==> src/rtl/fxp_seq_div.sv <==
// Exact signed Q(N-FRAC).FRAC divider: restoring long division, one quotient bit per cycle.
// Optional macro FXP_DIV_ROUND_EN adds a guard iteration and rounds half away from zero.
module fxp_seq_div #(
  parameter int N    = 32,
  parameter int FRAC = 12
) (
  input  logic         clk,
  input  logic         rst_n,
  input  logic         in_valid,
  output logic         in_ready,
  input  logic [N-1:0] a,
  input  logic [N-1:0] b,
  output logic         out_valid,
  input  logic         out_ready,
  output logic [N-1:0] q,
  output logic         div_by_zero,
  output logic         overflow
);

`ifdef FXP_DIV_ROUND_EN
  localparam int ITER = N + FRAC + 1;
`else
  localparam int ITER = N + FRAC;
`endif
  localparam int CW = $clog2(ITER + 1);
  localparam logic [N-1:0] MAX_POS = {1'b0, {(N-1){1'b1}}};
  localparam logic [N-1:0] MIN_NEG = {1'b1, {(N-1){1'b0}}};

  typedef enum logic [1:0] {IDLE, CALC, DONE} state_t;

  state_t            r_state;
  logic              r_in_ready;
  logic              r_out_valid;
  logic [N-1:0]      r_q;
  logic              r_dbz;
  logic              r_ovf;
  logic              r_sign;
  logic              r_b_zero;
  logic [N-1:0]      r_abs_a;
  logic [N-1:0]      r_abs_b;
  logic [N:0]        r_rem;
  logic [ITER-1:0]   r_dvd;
  logic [ITER-1:0]   r_mag;
  logic [CW-1:0]     r_cnt;

  logic [N-1:0]      w_abs_a;
  logic [N-1:0]      w_abs_b;
  logic [N+1:0]      w_rem_sh;
  logic [N+1:0]      w_diff;
  logic              w_sub_ok;
  logic [ITER-1:0]   w_mag_fin;
  logic [N:0]        w_res;

  function automatic logic [N-1:0] abs_u(input logic [N-1:0] v);
    return v[N-1] ? (~v + 1'b1) : v;
  endfunction

  // Returns {overflow, q}; a zero magnitude yields 0 whatever the sign.
  function automatic logic [N:0] saturate(input logic neg, input logic [ITER-1:0] mag);
    logic [ITER-1:0] lim_pos;
    logic [ITER-1:0] lim_neg;
    logic [N:0]      res;
    lim_pos = {{(ITER-N){1'b0}}, MAX_POS};
    lim_neg = {{(ITER-N){1'b0}}, MIN_NEG};
    if (!neg) begin
      if (mag > lim_pos) res = {1'b1, MAX_POS};
      else               res = {1'b0, mag[N-1:0]};
    end else begin
      if (mag > lim_neg) res = {1'b1, MIN_NEG};
      else               res = {1'b0, (~mag[N-1:0]) + 1'b1};
    end
    return res;
  endfunction

  function automatic logic [N-1:0] dbz_value(input logic neg, input logic a_zero);
    logic [N-1:0] res;
    if (a_zero)   res = '0;
    else if (neg) res = MIN_NEG;
    else          res = MAX_POS;
    return res;
  endfunction

`ifdef FXP_DIV_ROUND_EN
  // Drops the guard bit, adding it back in so halves round away from zero.
  function automatic logic [ITER-1:0] round_half_away(input logic [ITER-1:0] g);
    return {1'b0, g[ITER-1:1]} + {{(ITER-1){1'b0}}, g[0]};
  endfunction
`endif

  assign w_abs_a  = abs_u(a);
  assign w_abs_b  = abs_u(b);
  assign w_rem_sh = {r_rem, r_dvd[ITER-1]};
  assign w_diff   = w_rem_sh - {2'b00, r_abs_b};
  assign w_sub_ok = ~w_diff[N+1];

`ifdef FXP_DIV_ROUND_EN
  assign w_mag_fin = round_half_away(r_mag);
`else
  assign w_mag_fin = r_mag;
`endif

  assign w_res = saturate(r_sign, w_mag_fin);

  always_ff @(posedge clk or negedge rst_n) begin
    if (!rst_n) begin
      r_state     <= IDLE;
      r_in_ready  <= 1'b1;
      r_out_valid <= 1'b0;
      r_q         <= '0;
      r_dbz       <= 1'b0;
      r_ovf       <= 1'b0;
      r_sign      <= 1'b0;
      r_b_zero    <= 1'b0;
      r_abs_a     <= '0;
      r_abs_b     <= '0;
      r_rem       <= '0;
      r_dvd       <= '0;
      r_mag       <= '0;
      r_cnt       <= '0;
    end else begin
      case (r_state)
        IDLE: begin
          if (in_valid && r_in_ready) begin
            r_in_ready <= 1'b0;
            r_sign     <= a[N-1] ^ b[N-1];
            r_b_zero   <= (b == '0);
            r_abs_a    <= w_abs_a;
            r_abs_b    <= w_abs_b;
            r_rem      <= '0;
            r_mag      <= '0;
            r_dvd      <= {w_abs_a, {(ITER-N){1'b0}}};
            r_cnt      <= CW'(ITER);
            r_state    <= (b == '0) ? DONE : CALC;
          end
        end
        CALC: begin
          r_rem <= w_sub_ok ? w_diff[N:0] : w_rem_sh[N:0];
          r_mag <= {r_mag[ITER-2:0], w_sub_ok};
          r_dvd <= {r_dvd[ITER-2:0], 1'b0};
          r_cnt <= r_cnt - 1'b1;
          if (r_cnt == CW'(1)) r_state <= DONE;
        end
        DONE: begin
          // First DONE cycle forms the result; it is then held until taken.
          if (!r_out_valid) begin
            r_out_valid <= 1'b1;
            if (r_b_zero) begin
              r_q   <= dbz_value(r_sign, r_abs_a == '0);
              r_dbz <= 1'b1;
              r_ovf <= 1'b0;
            end else begin
              r_q   <= w_res[N-1:0];
              r_dbz <= 1'b0;
              r_ovf <= w_res[N];
            end
          end else if (out_ready) begin
            r_out_valid <= 1'b0;
            r_in_ready  <= 1'b1;
            r_state     <= IDLE;
          end
        end
        default: r_state <= IDLE;
      endcase
    end
  end

  assign in_ready    = r_in_ready;
  assign out_valid   = r_out_valid;
  assign q           = r_q;
  assign div_by_zero = r_dbz;
  assign overflow    = r_ovf;

endmodule

==> config.mk <==
export PLATFORM = sky130hd
export DESIGN_NAME = fxp_seq_div
export DESIGN_NICKNAME = d
export VERILOG_FILES = /design/src/rtl/fxp_seq_div.sv
export SDC_FILE = /design/constraint.sdc
export NUM_CORES = 1
export LEC_CHECK = 0
export BUFFER_PORTS_ARGS = -buffer_cell sky130_fd_sc_hd__buf_2
export CAP_MARGIN = 20
export CORE_UTILIZATION = 65
export DETAILED_ROUTE_END_ITERATION = 10
export PLACE_DENSITY = 0.95
export RECOVER_POWER = 25
export SLEW_MARGIN = 20
export SYNTH_ARGS = -nofsm -noshare
export SYNTH_HDL_FRONTEND = slang
export SYNTH_SLANG_ARGS = --single-unit
==> constraint.sdc <==
create_clock -name clk -period 7.9 [get_ports clk]
set_clock_uncertainty 0.2 [all_clocks]
set_input_delay 1.185 -clock clk [delete_from_list [all_inputs] [get_ports clk]]
set_output_delay 1.185 -clock clk [all_outputs]
set_load 0.01 [all_outputs]
* Word level (Yosys, flattened, before mapping) *
Index checks and enable logic that the tools add are counted.

word-level totals
  bits of input ports = 68
  flip-flop bits (word level) = 231
  word-level logic and storage cells = 76

operators by class
  bitwise logic cells = 6
  reduce and logical (&&, ||, !) cells = 11
  $add $sub $neg = 5
  mux-type cells = 31
  equal/unequal tests = 7
  order comparisons = 2

operator list
  operator                                                         count
  one-hot mux 44 bit (2 select lines)                              2
  2-to-1 mux 33 bit                                                5
  2-to-1 mux 32 bit                                                5
  adder 32 x 1 -> 32 bit, second input constant                    3
  inverter 32 bit                                                  3
  2-to-1 mux 44 bit                                                2
  one-hot mux 33 bit (2 select lines)                              1
  zero test 32 bit                                                 2
  greater-than comparator 44 x 31 -> 1 bit, second input constant  1
  greater-than comparator 44 x 32 -> 1 bit, second input constant  1
  subtractor 34 x 32 -> 34 bit                                     1
  one-hot mux 6 bit (2 select lines)                               1
  2-to-1 mux 2 bit                                                 5
  inequality test 2 bit, second input constant                     4
  AND reduction 4 bit                                              2
  2-to-1 mux 1 bit                                                 7
  == test 6 x 1 -> 1 bit, second input constant                    1
  2-to-1 mux 6 bit                                                 1
  one-hot mux 2 bit (3 select lines)                               1
  AND reduction 2 bit                                              3
  subtractor 6 x 1 -> 6 bit, second input constant                 1
  nonzero test 2 bit                                               2
  == test 2 x 1 -> 1 bit, second input constant                    1
  == test 2 bit, second input constant                             1
  5 further kinds                                                  6

* Longest topological paths before layout *
  word-level depth = 5
  depth in mapped cells = 14
  depth with buffers taken out = 12

* Worst setup path before layout *
No wires, ideal clock.

  kind = input port to flip-flop
  start point = in b[6]
  end point = reg r_abs_b[27]
  cell stages on the path = 9
  arrival = 3.402 ns
  data required time = 7.570 ns
  slack = 4.169 ns
  cell sequence = or4_4 or4_4 nor2_2 nand2_1 or2_4 or3_4 o41ai_4 xor2_1 o21ai_1

between the ends
  cells in the longest elaborated chain, start to end = 3

RTL lines
  what                    line  text
  start, declared         12    input logic [N-1:0] b,
  inverter 32 bit         55    return v[N-1] ? (~v + 1'b1) : v;
  adder 32 x 1 -> 32 bit  55
  2-to-1 mux 32 bit       55
  end signal, assigned    128   r_abs_b <= w_abs_b;
  end, declared           40    logic [N-1:0] r_abs_b;

Every way passes these cells.
A chain may end at the register's enable or synchronous reset.

* Final worst setup path *
  start point = reg r_abs_b[16]
  end point = reg r_rem[20]

between the ends
  cells in the longest elaborated chain, start to end = 3

RTL lines
  what                                 line  text
  subtractor 34 x 32 -> 34 bit         93    assign w_diff = w_rem_sh - {2'b00, r_abs_b};
  2-to-1 mux 33 bit                    137   r_rem <= w_sub_ok ? w_diff[N:0] : w_rem_sh[N:0];
  one-hot mux 33 bit (2 select lines)  121   case (r_state)
  end signal, assigned                 137
  end, declared                        41    logic [N:0] r_rem;

Every way passes these cells.

==> metrics.txt <==
Post-synth EDFFs 0; Pre-antenna DRT Iters 7; Final Hold Viols 0; syn_nets 1576; CTS Buf Count 24; hold_sp overflow; Synth area leader dfrtp_1; worst vdd ir 0.260 mV; largest net degree at the start of global routing 137; DRC 0; # diodes 0; H-tree levels 1; cts hold-fix bufs 0; static leakage 6.74 nW; Rel. slew slack -0.242; CP required 8080 ps; Worst path slowest cell a211o_1; placed cell area 13500 sq um; via count 11900; CTS clk-pin slew, worst paths 70 ps; Syn Inst Count 1470; failing checks max-capacitance violations, max-slew violations; Reg2Reg Setup Slack 3720 ps; Hold Crit Class flip-flop to flip-flop; Max Cap Viol 1; first-pass GRT wire length 55100 microns; core box area 19500 sq um; share of cells above drive strength 1 0.125; final wirelength 33700 microns; status complete, but fails checks; Final TNS setup 0 ps; hpwl dp 21600 microns; Port Buf Inserts 103; num rows 51; Crit Reg-Reg Startpoint r_abs_b[16]; crit path cell chain inv_1, ha_1, a21oi_1, o21ai_0, a211oi_1, nand3_1, a21oi_1, a211o_1, and2_1, buf_4, mux2i_1, o21ai_1; Iter 0 DRT Violations 1234; overall routing resource usage 0.335; commonest cells after routing, fill and taps aside 235 x nand2_1, 218 x dfrtp_1, 147 x o21ai_0; gp weighted congestion 0.979; Worst R2R Path Depth 12; post-route ant nets 0; GRT overflow 0; CTS tree done; Final Setup Violations 0; Synth area leaders dfrtp_1 42%, nand2_1 6.8%, o21ai_0 5.7%; Pwr Density 469 nW/um^2; YS warnings 0; dominant synthesized flop cell dfrtp_1; Max FO, Critical Path 24; min cycle time layout 4180 ps; Longest Clk Path Bufs 3; # IOs 104; Buf+Inv Stages, Crit Path 2; post-synth top area share 0.423; number of gates resized after CTS 0; Max Fclk 0.239 GHz; Worst Hold End overflow; sequential-to-total area share from yosys stat 0.425; drt wl/cell 18.7 microns; Unique masters post-synth 79; cell mode on critical path a21oi_1; fin nets 1628; Cell Area, Synth 12900 sq um; Reg-to-Reg End r_rem[20]; Worst Setup End Kind flip-flop; clk root buf clkbuf_16; number of synthesized register bits 219; WHS Path Cells 2; Die Span Y 143 microns; crit path launch type flip-flop; period utilization 0.529; pins over their slew limit 34; RSZ-0062 raised after global routing false; Post-synth ARST share 1.00; clock sinks 219; Die W 143 microns; commonest non-fill, non-tap cell in the layout nand2_1; critical path's largest stage delay 540 ps; P&R area growth vs syn 12.0%; initial core utilization 0.662; die area 20400 sq um; arrival time of the worst setup path 4360 ps; Clock Latency Late Sink 540 ps; number of global-route vias before repair 11200; crit path kind flip-flop to flip-flop; initial antenna violation count 0; Worst path top cell family by delay compound AO/OA/AOI/OAI gates; Post-CTS Setup Bufs 0; Via density 6.59; mean post-synth cell area 8.76 sq um; Worst-Margin Slew 1860 ps; cell area after layout 14400 sq um
cells by family (layout without fill, tap and decap cells):
logic type | Yosys count | in the layout | synth area share
adders and majority gates | 38 | 38 | 0.0375
DFF | 219 | 219 | 0.425
xor gates and xnor gates | 84 | 84 | 0.0571
buffers and inverters | 139 | 209 | 0.0419
muxes | 24 | 24 | 0.0188
and+or+nand+nor | 475 | 475 | 0.176
AOI/OAI and AO/OA | 491 | 491 | 0.244
worst reg2reg max path, stage by stage, from the launching register on:
cell and delay (ps):
dfrtp_1 350, inv_1 50, ha_1 340, a21oi_1 420
o21ai_0 170, a211oi_1 230, nand3_1 140, a21oi_1 230
a211o_1 540, and2_1 490, buf_4 430, mux2i_1 340
o21ai_1 110
per-layer routing:
| metal | share of wire | vias to the layer above | track usage | routed length, microns |
|---|---|---|---|---|
| li1 | - | 5417 | - | - |
| met4 | 0.031 | 0 | 0.118 | 1040 |
| met3 | 0.086 | 112 | 0.0563 | 2900 |
| met2 | 0.48 | 642 | 0.554 | 16000 |
| met5 | 0 | - | 0 | 0 |
| met1 | 0.41 | 5722 | 0.446 | 13700 |
through the flow:
| step | worst slack [ps] | util | hold slack (ps) | power [mW] | std cells |
|---|---|---|---|---|---|
| after floorplan | 4170 | - | 245 | 4.52 | 1470 |
| after global routing | 3440 | 0.741 | 299 | 7.20 | 1805 |
| after global placement | 3880 | 0.694 | 248 | 5.16 | 1759 |
| after CTS | 3810 | 0.739 | 280 | 6.63 | 1803 |
| final | 3720 | 0.741 | 280 | 6.76 | 1805 |
| after detailed placement | 3750 | 0.694 | 267 | 5.33 | 1759 |
Yosys cell counts, drive strengths merged, types with 6 or more instances:
master	count
o41ai	12
o22ai	6
o31ai	21
nor3	23
a211oi	9
inv	51
o21ai	191
buf	16
a221oi	8
nor4	25
nor2	69
o21a	11
nand2	235
and3	9
or4	15
a21oi	95
a21o	47
or2	8
xor2	64
ha	37
nand3	32
o311ai	6
mux2i	22
xnor2	20
a31oi	14
nor2b	10
nand4	6
or3	12
dfrtp	218
nand2b	12
clkbuf	72
a221o	30
report_power, final:
group	total (mW)	internal [mW]	switching (mW)
clock	1.24	0.770	0.473
sequential	1.94	1.55	0.387
combinational	3.58	1.40	2.18
area by class of cell:
type                    count  area (sq um)
inverters                  51           191
fillers                  1247          5030
clock inverters            12           200
flip-flops and latches    219          5480
clock buffers              32           681
multi-input cells        1112          6900
repair buffers            114           641
well taps                 265           332
sequential cells by signal, summed over array words and instances, names as in the netlist:
| signal | cells |
|---|---|
| div_by_zero | 1 |
| in_ready | 1 |
| out_valid | 1 |
| overflow | 1 |
| q | 32 |
| r_abs_a | 32 |
| r_abs_b | 32 |
| r_b_zero | 1 |
| r_cnt | 6 |
| r_dvd | 32 |
| r_mag | 44 |
| r_rem | 33 |
| r_sign | 1 |
| r_state | 2 |
how the worst max path moves through the flow:
stage | from | to | slack, ps | depth (start not counted)
finish | r_abs_b[16] | r_rem[20] | 3720 | 12
global route | r_abs_b[16] | r_rem[20] | 3440 | 12
CTS | r_mag[0] | q[2] | 3810 | 10
detailed placement | a[8] | r_dvd[41] | 3750 | 10
global placement | a[8] | r_dvd[40] | 3880 | 10
floorplan | b[6] | r_abs_b[27] | 4170 | 9
Power figures use the tool's default switching activity.
